## config.mk

```make
export PLATFORM = sky130hd
export DESIGN_NAME = serial_add_subtract_flat
export DESIGN_NICKNAME = d
export VERILOG_FILES = /design/src/rtl/alu_pkg.sv /design/src/rtl/serial_add_subtract_if.sv /design/src/rtl/full_adder_bit.sv /design/src/rtl/serial_add_subtract.sv /design/src/flat_wrapper.sv
export SDC_FILE = /design/constraint.sdc
export NUM_CORES = 1
export LEC_CHECK = 0
export BUFFER_PORTS_ARGS = -buffer_cell sky130_fd_sc_hd__buf_2
export CAP_MARGIN = 25
export CORE_UTILIZATION = 54
export DETAILED_ROUTE_END_ITERATION = 6
export HOLD_SLACK_MARGIN = 0.15
export PLACE_DENSITY = 0.81
export SLEW_MARGIN = 25
export SYNTH_ARGS = -nofsm -noshare
export SYNTH_HDL_FRONTEND = slang
export SYNTH_SLANG_ARGS = --single-unit
```

## constraint.sdc

```tcl
create_clock -name clk -period 1.7 [get_ports clk]
set_input_delay 0.085 -clock clk [delete_from_list [all_inputs] [get_ports clk]]
set_output_delay 0.085 -clock clk [all_outputs]
set_load 0.02 [all_outputs]
```

## src/rtl/alu_pkg.sv

```systemverilog
// Shared ALU definitions: operation codes, serial FSM state encoding, default width.
// Latency: n/a (definitions only).
// Backpressure: n/a.
package alu_pkg;

    localparam int   ALU_WIDTH = 8;

    localparam logic OP_ADD = 1'b0;
    localparam logic OP_SUB = 1'b1;

    typedef enum logic [1:0] {
        ST_IDLE  = 2'd0,
        ST_SHIFT = 2'd1,
        ST_DONE  = 2'd2
    } state_t;

endpackage

```

## src/rtl/serial_add_subtract_if.sv

```systemverilog
// Request/result bundle of the bit-serial add/subtract unit.
// Latency: n/a (wiring only).
// Backpressure: none; start is only honoured while the unit is idle or done.
interface serial_add_subtract_if #(
    parameter int WIDTH = alu_pkg::ALU_WIDTH
) ();

    logic             start;
    logic             op;
    logic [WIDTH-1:0] a;
    logic [WIDTH-1:0] b;
    logic             c_in;
    logic             busy;
    logic             done;
    logic [WIDTH-1:0] sum;
    logic             c_out;
    logic             overflow;

    modport master (
        output start, op, a, b, c_in,
        input  busy, done, sum, c_out, overflow
    );

    modport slave (
        input  start, op, a, b, c_in,
        output busy, done, sum, c_out, overflow
    );

endinterface

```

## src/rtl/full_adder_bit.sv

```systemverilog
// One-bit full adder cell; the only arithmetic in the serial unit.
// Latency: combinational.
// Backpressure: none.
module full_adder_bit (
    input  logic a,
    input  logic b,
    input  logic cin,
    output logic s,
    output logic cout
);

    logic half;

    assign half = a ^ b;
    assign s    = half ^ cin;
    assign cout = (a & b) | (cin & half);

endmodule

```

## src/rtl/serial_add_subtract.sv

```systemverilog
// Bit-serial WIDTH-bit add/subtract, LSB first, one bit per clock through a single full adder.
// Latency: start sampled at edge N -> done pulse in the cycle after edge N+WIDTH.
// Backpressure: start ignored while busy; no queueing, operands never re-sampled mid-operation.
module serial_add_subtract
    import alu_pkg::*;
#(
    parameter int WIDTH = ALU_WIDTH
) (
    input  logic clk,
    input  logic reset_n,
    serial_add_subtract_if.slave bus
);

    localparam int              CNT_W    = (WIDTH > 2) ? $clog2(WIDTH) : 1;
    localparam logic [CNT_W-1:0] LAST_BIT = CNT_W'(WIDTH - 1);

    state_t           state;
    state_t           state_nxt;

    logic [WIDTH-1:0] a_sh;
    logic [WIDTH-1:0] b_sh;
    logic [WIDTH-1:0] shadow;
    logic             carry;
    logic [CNT_W-1:0] cnt;

    logic [WIDTH-1:0] sum_q;
    logic             c_out_q;
    logic             msb_cin_q;

    logic             fa_s;
    logic             fa_cout;
    logic             accept;
    logic             shifting;
    logic             last_bit;
    logic             is_sub;

    assign accept   = bus.start && ((state == ST_IDLE) || (state == ST_DONE));
    assign shifting = (state == ST_SHIFT);
    assign last_bit = shifting && (cnt == LAST_BIT);
    assign is_sub   = (bus.op == OP_SUB);

    full_adder_bit u_fa (
        .a    (a_sh[0]),
        .b    (b_sh[0]),
        .cin  (carry),
        .s    (fa_s),
        .cout (fa_cout)
    );

    always_ff @(posedge clk or negedge reset_n) begin
        if (!reset_n) begin
            state <= ST_IDLE;
        end else begin
            state <= state_nxt;
        end
    end

    always_comb begin
        state_nxt = state;
        unique case (state)
            ST_IDLE:  if (bus.start) state_nxt = ST_SHIFT;
            ST_SHIFT: if (cnt == LAST_BIT) state_nxt = ST_DONE;
            ST_DONE:  state_nxt = bus.start ? ST_SHIFT : ST_IDLE;
            default:  state_nxt = ST_IDLE;
        endcase
    end

    // Subtract is a + ~b + !borrow_in, so inversion happens once at accept time.
    always_ff @(posedge clk or negedge reset_n) begin
        if (!reset_n) begin
            a_sh      <= '0;
            b_sh      <= '0;
            shadow    <= '0;
            carry     <= 1'b0;
            cnt       <= '0;
            sum_q     <= '0;
            c_out_q   <= 1'b0;
            msb_cin_q <= 1'b0;
        end else if (accept) begin
            a_sh  <= bus.a;
            b_sh  <= is_sub ? ~bus.b : bus.b;
            carry <= is_sub ? ~bus.c_in : bus.c_in;
            cnt   <= '0;
        end else if (shifting) begin
            a_sh   <= a_sh >> 1;
            b_sh   <= b_sh >> 1;
            shadow <= {fa_s, shadow[WIDTH-1:1]};
            carry  <= fa_cout;
            if (last_bit) begin
                sum_q     <= {fa_s, shadow[WIDTH-1:1]};
                c_out_q   <= fa_cout;
                msb_cin_q <= carry;
            end else begin
                cnt <= cnt + CNT_W'(1);
            end
        end
    end

    assign bus.busy     = shifting;
    assign bus.done     = (state == ST_DONE);
    assign bus.sum      = sum_q;
    assign bus.c_out    = c_out_q;
    assign bus.overflow = msb_cin_q ^ c_out_q;

endmodule

```

## src/flat_wrapper.sv

```systemverilog
// flat-port wrapper written by rule: the top's interface ports become plain ports
module serial_add_subtract_flat import alu_pkg::*;
#(
    parameter int WIDTH = ALU_WIDTH
)
  (clk, reset_n, bus_start, bus_op, bus_a, bus_b, bus_c_in, bus_busy, bus_done, bus_sum, bus_c_out, bus_overflow);
  serial_add_subtract_if #(.WIDTH(WIDTH)) bus_i ();
  input  logic clk;
  input  logic reset_n;
  input wire logic [$bits(bus_i.start)-1:0] bus_start;
  input wire logic [$bits(bus_i.op)-1:0] bus_op;
  input wire logic [$bits(bus_i.a)-1:0] bus_a;
  input wire logic [$bits(bus_i.b)-1:0] bus_b;
  input wire logic [$bits(bus_i.c_in)-1:0] bus_c_in;
  output wire logic [$bits(bus_i.busy)-1:0] bus_busy;
  output wire logic [$bits(bus_i.done)-1:0] bus_done;
  output wire logic [$bits(bus_i.sum)-1:0] bus_sum;
  output wire logic [$bits(bus_i.c_out)-1:0] bus_c_out;
  output wire logic [$bits(bus_i.overflow)-1:0] bus_overflow;
  assign bus_i.start = bus_start;
  assign bus_i.op = bus_op;
  assign bus_i.a = bus_a;
  assign bus_i.b = bus_b;
  assign bus_i.c_in = bus_c_in;
  assign bus_busy = bus_i.busy;
  assign bus_done = bus_i.done;
  assign bus_sum = bus_i.sum;
  assign bus_c_out = bus_i.c_out;
  assign bus_overflow = bus_i.overflow;
  serial_add_subtract #(.WIDTH(WIDTH)) u_core (.clk(clk), .reset_n(reset_n), .bus(bus_i));
endmodule
```

==> run_results.csv, run 1 <==
group,metric,value,unit
run_status,status,"finished, final reports clean",
sta,finClkSkew,5.01,ps
worst_setup_path,worstReg2RegStart,"u_core.cnt[0]",
worst_setup_path,worstPathRequired,1940,ps
logic_synthesis,synth_fa_ha_area_share,2.58,%
worst_setup_path,worstRegToRegCells,5,
floorplanning,rows,20,
floorplanning,die_h,58.9,µm
place,dpl.hpwl,2160,µm
power_and_ir_drop,p_total,3.94,mW
logic_synthesis,synth_top_family_by_area,"simple AND/OR/NAND/NOR gates",
routing,drc,0,
flow_run,cap_violations,0,
final_layout,area_growth,27.4,%
logic_synthesis,synthesis.area,1750,µm²
routing,dr.pass1.iters,4,
logic_synthesis,synth_cell_types,26,
logic_synthesis,synth-seq-cells,39,
clock_tree,cts.sinks,39,
final_layout,fin_nets,243,
clock_tree,cts_tree,"built",
sta,relSlewSlack,44.0,%
floorplanning,ios,33,
routing,via_per_inst,5.05,
final_layout,utilization,73.0,%
final_layout,drive_above_1_share,25.9,%
clock_tree,clk_pin_slew,110,ps
logic_synthesis,yosys.area_share.simple,16.6,%
worst_setup_path,crit_path_frequent_cell,"ha_1",
routing,drt-initial-drc-count,31,
logic_synthesis,synthXorXnorAreaFrac,5.01,%
routing,drtAntennaViolNets,0,
grt,antenna_found_initial,0,
worst_setup_path,worstPathMaxFanout,7,
place,io_buffers,32,
sta,finalSetupViolCount,0,
logic_synthesis,synth.top_cell.area_share,55.8,%
worst_setup_path,path_cells,"ha_1 > ha_1 > or3b_1 > nand3_1 > o21ai_1",
power_and_ir_drop,vdd_drop_max,0.984,mV
logic_synthesis,seq_area_frac_synth,55.8,%
logic_synthesis,synth_fp_nets,191,
sta,fmax,628,MHz
place,gp_congestion,0.760,
final_layout,layout_common_cells,"nand2_1 (45), dfrtp_1 (39), buf_2 (32)",
power_and_ir_drop,powerDensity,1770,nW/µm²
logic_synthesis,ys_warn_count,0,
worst_hold_path,hold_class,"in2reg",
floorplanning,die_x,58.9,µm
logic_synthesis,synth_area_leaders,"dfrtp_1 (56%), nand2_1 (9.7%), mux2_4 (7.7%), xor2_1 (4.0%), a31oi_1 (3.9%)",
logic_synthesis,yosys.area.top_type,"dfrtp_1",
worst_setup_path,endpoint_kind,"register",
routing,wl,3360,µm
clock_tree,post_cts_buffers,0,
power_and_ir_drop,leakage,1.14,nW
logic_synthesis,synth_cells,167,
routing,drt-wirelength-per-cell,12.7,µm
sta,tns,0,ps
worst_setup_path,r2r_end,"u_core.cnt[2]",
clock_tree,clkLatencyLatePin,350,ps
sta,post-route-min-period,1590,ps
grt,grt-ovfl-total,0,
clock_tree,cts_buffer_depth,2,
routing,vias,1334,
worst_setup_path,cpMaxStageDelayCell,"or3b_1",
clock_tree,cts.htree.levels,2,
sta,tightest_slew,840,ps
floorplanning,core-area,3050,µm²
worst_setup_path,critical_path.startpoint,"u_core.cnt[0]",
final_layout,final_common_cell,"nand2_1",
grt,grt_pass1_wl,5940,µm
grt,grt_pass1_vias,1388,
sta,hold_viol,0,
grt,grt_max_degree,40,
logic_synthesis,synth_compound_area_share,7.73,%
worst_setup_path,r2r_slack,110,ps
clock_tree,cts_buffers,5,
sta,rsz0062_at_grt,"no",
worst_setup_path,crit_end,"u_core.cnt[2]",
worst_setup_path,path_class,"reg2reg",
sta,finalMaxSlewViolations,0,
logic_synthesis,avgSynthCellArea,10.5,µm²
worst_setup_path,worst_setup_path_start_kind,"register",
logic_synthesis,synthMuxAreaShare,8.37,%
floorplanning,floorplan.initialDensity,57.3,%
clock_tree,cts_root_buf,"clkbuf_4",
floorplanning,die_area,3470,µm²
worst_setup_path,max_stage_delay,460,ps
grt,grt_use_total,23.2,%
final_layout,n_antenna_cell,0,
sta,period_share,93.7,%
worst_setup_path,crit_arrival,1830,ps
## area by class of cell
cell class | count | area, µm²
well taps | 44 | 55.1
multi-input cells | 114 | 704
clock inverters | 2 | 35.0
clock buffers | 6 | 51.3
inverters | 4 | 16.3
repair buffers | 55 | 390
flip-flops and latches | 39 | 976
fillers | 259 | 825
## through the flow
stage / instance area, µm² / hold WS [ps] / instances / setup WS, ps
after global placement: 1960 / 226 / 238 / 179
after global routing: 2230 / 237 / 264 / 15.0
after detailed placement: 1960 / 238 / 238 / 111
after floorplan: 1750 / -211 / 167 / 189
after CTS: 2230 / 208 / 264 / 98.3
final: 2230 / 221 / 264 / 108
## timing repair
item / CTS / global route
endpoints found under the setup margin: 0 / 0
endpoints found under the hold margin: 56 / 0
hold buffers: 18 / 0
gates resized for setup: 0 / 0
## registers in the layout (all words and copies together), names as in the netlist
register          cells
u_core.bus.sum        8
u_core.b_sh           8
u_core.msb_cin_q      1
u_core.cnt            3
u_core.state          2
u_core.shadow         7
u_core.carry          1
u_core.a_sh           8
u_core.bus.c_out      1
## synth_stat cells
cell type	n
a221o_1	2
a22o_1	2
a22oi_1	1
a31oi_1	11
buf_2	6
buf_6	1
clkbuf_1	3
clkinv_2	1
dfrtp_1	39
fa_1	1
ha_1	2
inv_1	3
mux2_2	1
mux2_4	9
nand2_1	45
nand2_2	1
nand2b_1	2
nand3_1	4
nor2_1	15
nor2b_1	2
nor3_1	1
o21ai_1	3
o22ai_1	1
or3b_1	1
xnor2_1	2
xor2_1	8
## cell families after synthesis
logic type,Yosys count
simple gates,71
flops,39
compound gates,20
buf+inv,14
xor+xnor,10
mux,10
fa+ha+maj,3
## per-layer routing
metal	up-vias	track usage [%]	share of wire [%]
li1	652	-	-
met1	647	27.3	43
met2	30	41.9	52
met3	5	6.81	3.7
met4	0	5.10	1.2
met5	-	0	0
## how the worst min path moves through the flow
stage                             to  cells after the start  startpoint  slack, ps
floorplan             u_core.a_sh[0]                      0     reset_n       -210
global placement     u_core.state[1]                      1     reset_n        230
detailed placement  u_core.shadow[1]                      1     reset_n        240
CTS                   u_core.b_sh[2]                      4      bus_op        210
global route          u_core.b_sh[2]                      4      bus_op        240
finish                u_core.b_sh[2]                      4      bus_op        220
## power by group
group          switching, mW  total [mW]  leakage, nW  internal, mW
Clock                  0.303       0.650       0.0482         0.347
Sequential             0.265        1.63        0.483          1.36
Combinational          0.906        1.66        0.606         0.753
Total                   1.47        3.94         1.14          2.46
## critical path, delay by kind of cell (launching register included)
kind | cells | cell delay [ps]
adders and majority gates | 2 | 400
and+or+nand+nor | 2 | 590
AOI/OAI and AO/OA | 1 | 80
DFF | 1 | 410
Power figures use the tool's default switching activity.
==> run 2: changes to the inputs <==
--- a/config.mk
+++ b/config.mk
@@ -7,10 +7,10 @@
 export LEC_CHECK = 0
 export BUFFER_PORTS_ARGS = -buffer_cell sky130_fd_sc_hd__buf_2
 export CAP_MARGIN = 25
-export CORE_UTILIZATION = 54
+export CORE_UTILIZATION = 58
 export DETAILED_ROUTE_END_ITERATION = 6
 export HOLD_SLACK_MARGIN = 0.15
-export PLACE_DENSITY = 0.81
+export PLACE_DENSITY = 0.86
 export SLEW_MARGIN = 25
 export SYNTH_ARGS = -nofsm -noshare
 export SYNTH_HDL_FRONTEND = slang
==> constraint.sdc (replaced) <==
create_clock -name clk -period 2 [get_ports clk]
set_input_delay 0.1 -clock clk [delete_from_list [all_inputs] [get_ports clk]]
set_output_delay 0.1 -clock clk [all_outputs]
set_load 0.02 [all_outputs]
==> run_results.csv, run 2 (synthesis results as in run 1) <==
group,metric,value,unit
sta,post-route-min-period,1630,ps
final_layout,layout_common_cells,"nand2_1 (45), dfrtp_1 (39), buf_2 (32)",
floorplanning,ios,33,
routing,drt-initial-drc-count,31,
worst_setup_path,path_class,"reg2reg",
worst_setup_path,crit_arrival,1870,ps
grt,antenna_found_initial,0,
worst_setup_path,endpoint_kind,"register",
clock_tree,cts_buffer_depth,2,
grt,grt_use_total,24.5,%
routing,via_per_inst,5.39,
clock_tree,post_cts_buffers,0,
run_status,status,"finished, violations left",
final_layout,drive_above_1_share,25.5,%
sta,period_share,81.4,%
sta,rsz0062_at_grt,"no",
final_layout,fin_nets,243,
worst_setup_path,worstPathRequired,2240,ps
floorplanning,floorplan.initialDensity,62.4,%
power_and_ir_drop,powerDensity,1460,nW/µm²
grt,grt_pass1_vias,1434,
worst_setup_path,worst_setup_path_start_kind,"register",
final_layout,area_growth,23.9,%
sta,finClkSkew,12.9,ps
sta,finalMaxSlewViolations,0,
clock_tree,cts_buffers,5,
clock_tree,cts.htree.levels,2,
clock_tree,clkLatencyLatePin,340,ps
power_and_ir_drop,leakage,1.11,nW
clock_tree,cts_root_buf,"clkbuf_4",
sta,tightest_slew,850,ps
worst_setup_path,worstPathMaxFanout,18,
flow_run,cap_violations,0,
final_layout,multi_input_area,704,µm²
run_status,violations,"DRC",
routing,wl,3410,µm
grt,grt_max_degree,40,
place,gp_congestion,0.764,
place,dpl.hpwl,2170,µm
floorplanning,die_h,56.9,µm
sta,tns,0,ps
sta,finalSetupViolCount,0,
grt,grt_pass1_wl,5990,µm
routing,vias,1352,
final_layout,fill_cells,197,
clock_tree,clk_pin_slew,120,ps
floorplanning,die_area,3240,µm²
floorplanning,rows,19,
final_layout,design_area,2170,µm²
place,dp.cells,225,
routing,drt-wirelength-per-cell,13.6,µm
routing,dr.pass1.iters,6,
floorplanning,core-area,2810,µm²
clock_tree,cts_tree,"built",
clock_tree,post_cts_resized,0,
clock_tree,cts.sinks,39,
sta,fmax,614,MHz
place,dpl_cell_area,1930,µm²
routing,drtAntennaViolNets,0,
power_and_ir_drop,vdd_drop_max,0.844,mV
sta,hold_viol,0,
floorplanning,die_x,56.9,µm
routing,drc,4,
worst_hold_path,hold_class,"in2reg",
final_layout,seq_area,976,µm²
grt,grt-ovfl-total,0,
final_layout,n_antenna_cell,0,
final_layout,final_cells,251,
final_layout,final_common_cell,"nand2_1",
clock_tree,holdBufCountCts,18,
sta,relSlewSlack,43.3,%
place,io_buffers,32,
run 2: cell types whose count changed in the layout (fill, tap and decap cells not counted), sizes merged:
| cell | previous run | this run |
|---|---|---|
| clkinvlp | 0 | 1 |
| bufinv | 1 | 0 |
run 2: path summary, 6_finish.rpt:
path	startpoint	end	slack, ps	cells past startpoint
worst max register to register	u_core.state[0]	u_core.msb_cin_q	370	4
min in group asynchronous	reset_n	u_core.shadow[1]	380	2
worst max-delay path	u_core.state[0]	u_core.msb_cin_q	370	4
max in group asynchronous	reset_n	u_core.a_sh[7]	1060	2
worst min-delay path	bus_op	u_core.b_sh[0]	260	4
worst min register to register	u_core.shadow[1]	u_core.shadow[1]	510	2
run 2: layout make-up:
cell class	count	area share, %
tap	31	1.79
clock inverter	2	0.577
multi-input combinational	114	32.5
clock buffer	6	1.91
inverter	4	0.751
timing repair buffer	55	17.4
sequential	39	45.0
run 2: report_power, final:
part	internal [mW]	switching, mW	leakage (nW)
clock	0.136	0.255	0.0282
sequential	1.16	0.230	0.483
combinational	0.611	0.768	0.600
total	1.90	1.25	1.11
run 2: critical path, stage by stage, from the launching register on:
cell and delay (ps):
dfrtp_1 430, nand2b_1 120, clkinv_2 230, nand2_2 380, mux2_2 380
run 2: metal layers:
layer | vias to the layer above | wire, µm | track usage (%)
li1 | 653 | - | -
met1 | 647 | 1370 | 26.4
met2 | 45 | 1830 | 46.4
met3 | 7 | 165 | 5.07
met4 | 0 | 48 | 9.76
met5 | - | 0 | 0
run 2: per-stage QoR:
stage / power, mW / utilization (%) / setup slack, ps / hold slack, ps
finish: 3.16 / 77.3 / 372 / 256
global route: 3.42 / 77.3 / 281 / 268
CTS: 3.18 / 77.3 / 358 / 238
detailed placement: 2.76 / 68.9 / 357 / 246
global placement: 2.67 / 68.9 / 431 / 231
floorplan: 2.38 / - / 489 / -196
==> run 3: changes to the inputs <==
--- a/config.mk
+++ b/config.mk
@@ -7,10 +7,10 @@
 export LEC_CHECK = 0
 export BUFFER_PORTS_ARGS = -buffer_cell sky130_fd_sc_hd__buf_2
 export CAP_MARGIN = 25
-export CORE_UTILIZATION = 58
+export CORE_UTILIZATION = 54
 export DETAILED_ROUTE_END_ITERATION = 6
 export HOLD_SLACK_MARGIN = 0.15
-export PLACE_DENSITY = 0.86
+export PLACE_DENSITY = 0.81
 export SLEW_MARGIN = 25
 export SYNTH_ARGS = -nofsm -noshare
 export SYNTH_HDL_FRONTEND = slang
==> constraint.sdc (replaced) <==
create_clock -name clk -period 1.6 [get_ports clk]
set_input_delay 0.08 -clock clk [delete_from_list [all_inputs] [get_ports clk]]
set_output_delay 0.08 -clock clk [all_outputs]
set_load 0.02 [all_outputs]
==> run_results.csv, run 3 (synthesis results as in run 1) <==
group,metric,value,unit
floorplanning,core-area,3050,µm²
worst_setup_path,worstPathMaxFanout,7,
worst_setup_path,r2r_slack,70,ps
floorplanning,die_h,58.9,µm
sta,relSlewSlack,44.8,%
clock_tree,cts_buffers,5,
clock_tree,cts.sinks,39,
worst_setup_path,path_class,"reg2reg",
floorplanning,floorplan.initialDensity,57.3,%
worst_hold_path,min_from,"bus_op",
place,dp.cells,240,
sta,finalWorstSetupSlack,66.4,ps
routing,drt-initial-drc-count,27,
place,io_buffers,32,
clock_tree,clk_pin_slew,110,ps
sta,finalMaxSlewViolations,0,
clock_tree,cts_tree,"built",
worst_setup_path,worstRegToRegCells,5,
worst_setup_path,endpoint_kind,"register",
place,gp_congestion,0.759,
worst_setup_path,r2r_end,"u_core.cnt[2]",
sta,tightest_slew,828,ps
worst_setup_path,worst_setup_path_start_kind,"register",
sta,hold_viol,0,
grt,grt_use_total,22.5,%
final_layout,final_common_cell,"nand2_1",
routing,dr.pass1.iters,4,
power_and_ir_drop,leakage,1.14,nW
final_layout,layout_common_cells,"nand2_1 (45), dfrtp_1 (39), buf_2 (32)",
run_status,status,"finished, final reports clean",
grt,grt-ovfl-total,0,
routing,drtAntennaViolNets,0,
final_layout,final_cells,267,
final_layout,fill_cells,235,
grt,antenna_found_initial,0,
clock_tree,clkLatencyLatePin,340,ps
clock_tree,cts.htree.levels,2,
power_and_ir_drop,powerDensity,1830,nW/µm²
sta,period_share,95.8,%
sta,worst_hold_slack,228,ps
routing,drc,0,
place,pre_cts_ws,9.47,ps
final_layout,n_antenna_cell,0,
clock_tree,cts_buffer_depth,2,
worst_setup_path,crit_arrival,1780,ps
routing,drt-wirelength-per-cell,12.6,µm
grt,grt_pass1_vias,1413,
worst_hold_path,worstHoldPathCells,4,
final_layout,seq_area,976,µm²
floorplanning,rows,20,
routing,vias,1357,
final_layout,multi_input_area,714,µm²
sta,finalSetupViolCount,0,
worst_setup_path,worstReg2RegStart,"u_core.cnt[0]",
routing,via_per_inst,5.08,
final_layout,area_growth,28.3,%
sta,rsz0062_at_grt,"no",
routing,wl,3360,µm
floorplanning,ios,33,
floorplanning,die_area,3470,µm²
sta,tns,0,ps
sta,fmax,652,MHz
clock_tree,cts_root_buf,"clkbuf_4",
power_and_ir_drop,vdd_drop_max,0.916,mV
worst_hold_path,worstHoldEndpoint,"u_core.b_sh[4]",
floorplanning,die_x,58.9,µm
sta,finClkSkew,9.05,ps
flow_run,cap_violations,0,
grt,grt_pass1_wl,5770,µm
worst_hold_path,hold_class,"in2reg",
worst_setup_path,worstPathRequired,1840,ps
place,dpl.hpwl,2300,µm
sta,post-route-min-period,1530,ps
grt,grt_max_degree,40,
final_layout,fin_nets,246,
final_layout,drive_above_1_share,27.4,%
[run 3: area by class of cell]
class,instances,share of cell area (%)
timing repair buffer,58,18.4
clock buffer,8,3.07
tap,44,2.45
sequential,39,43.5
inverter,4,0.725
multi-input combinational,114,31.8
[run 3: stage by stage]
step           total power, mW  utilization [%]  instance area (µm²)
4_1_cts                   4.11             73.0                 2230
2_1_floorplan             2.97                -                 1750
6_report                  4.11             73.5                 2240
3_5_place_dp              3.50             64.8                 1980
3_3_place_gp              3.39             64.8                 1980
5_1_grt                   4.44             73.5                 2240
[run 3: power by group]
group          total [mW]  switching [mW]  leakage, nW  internal (mW)
logic                1.81           0.977        0.623          0.833
registers            1.74           0.294        0.483           1.45
clock network       0.559           0.300       0.0386          0.259
[run 3: worst max-delay path: stages (launching register included)]
cell,delay [ps]
dfrtp_1,410
ha_1,210
ha_2,200
or3b_4,440
nand3_1,110
o21ai_1,70
[run 3: layer usage]
layer  GRT usage, %  part of all wire, %  wire length [µm]
met1           25.0                   43              1460
met4           8.16                  1.1                38
met2           41.1                   51              1720
met5              0                    0                 0
met3           5.93                  4.1               138
[run 3: what timing repair did]
action | CTS | global route
gates cloned | 0 | 0
pin swaps | 0 | 1
hold buffers | 18 | 0
setup buffers | 0 | 1
endpoints found under the hold margin | 56 | 0
endpoints found under the setup margin | 1 | 8
gates resized for setup | 1 | 2
[run 3: how the worst max path moves through the flow]
| stage | from | endpoint | slack, ps | depth (start not counted) |
|---|---|---|---|---|
| final | u_core.cnt[0] | u_core.cnt[2] | 70 | 5 |
| after global routing | u_core.cnt[0] | u_core.cnt[2] | 4 | 5 |
| after CTS | u_core.cnt[0] | u_core.bus.sum[6] | 40 | 5 |
| after detailed placement | u_core.cnt[0] | u_core.cnt[2] | 9 | 5 |
| after global placement | u_core.cnt[0] | u_core.cnt[0] | 80 | 5 |
| after floorplan | u_core.cnt[0] | u_core.cnt[0] | 90 | 6 |
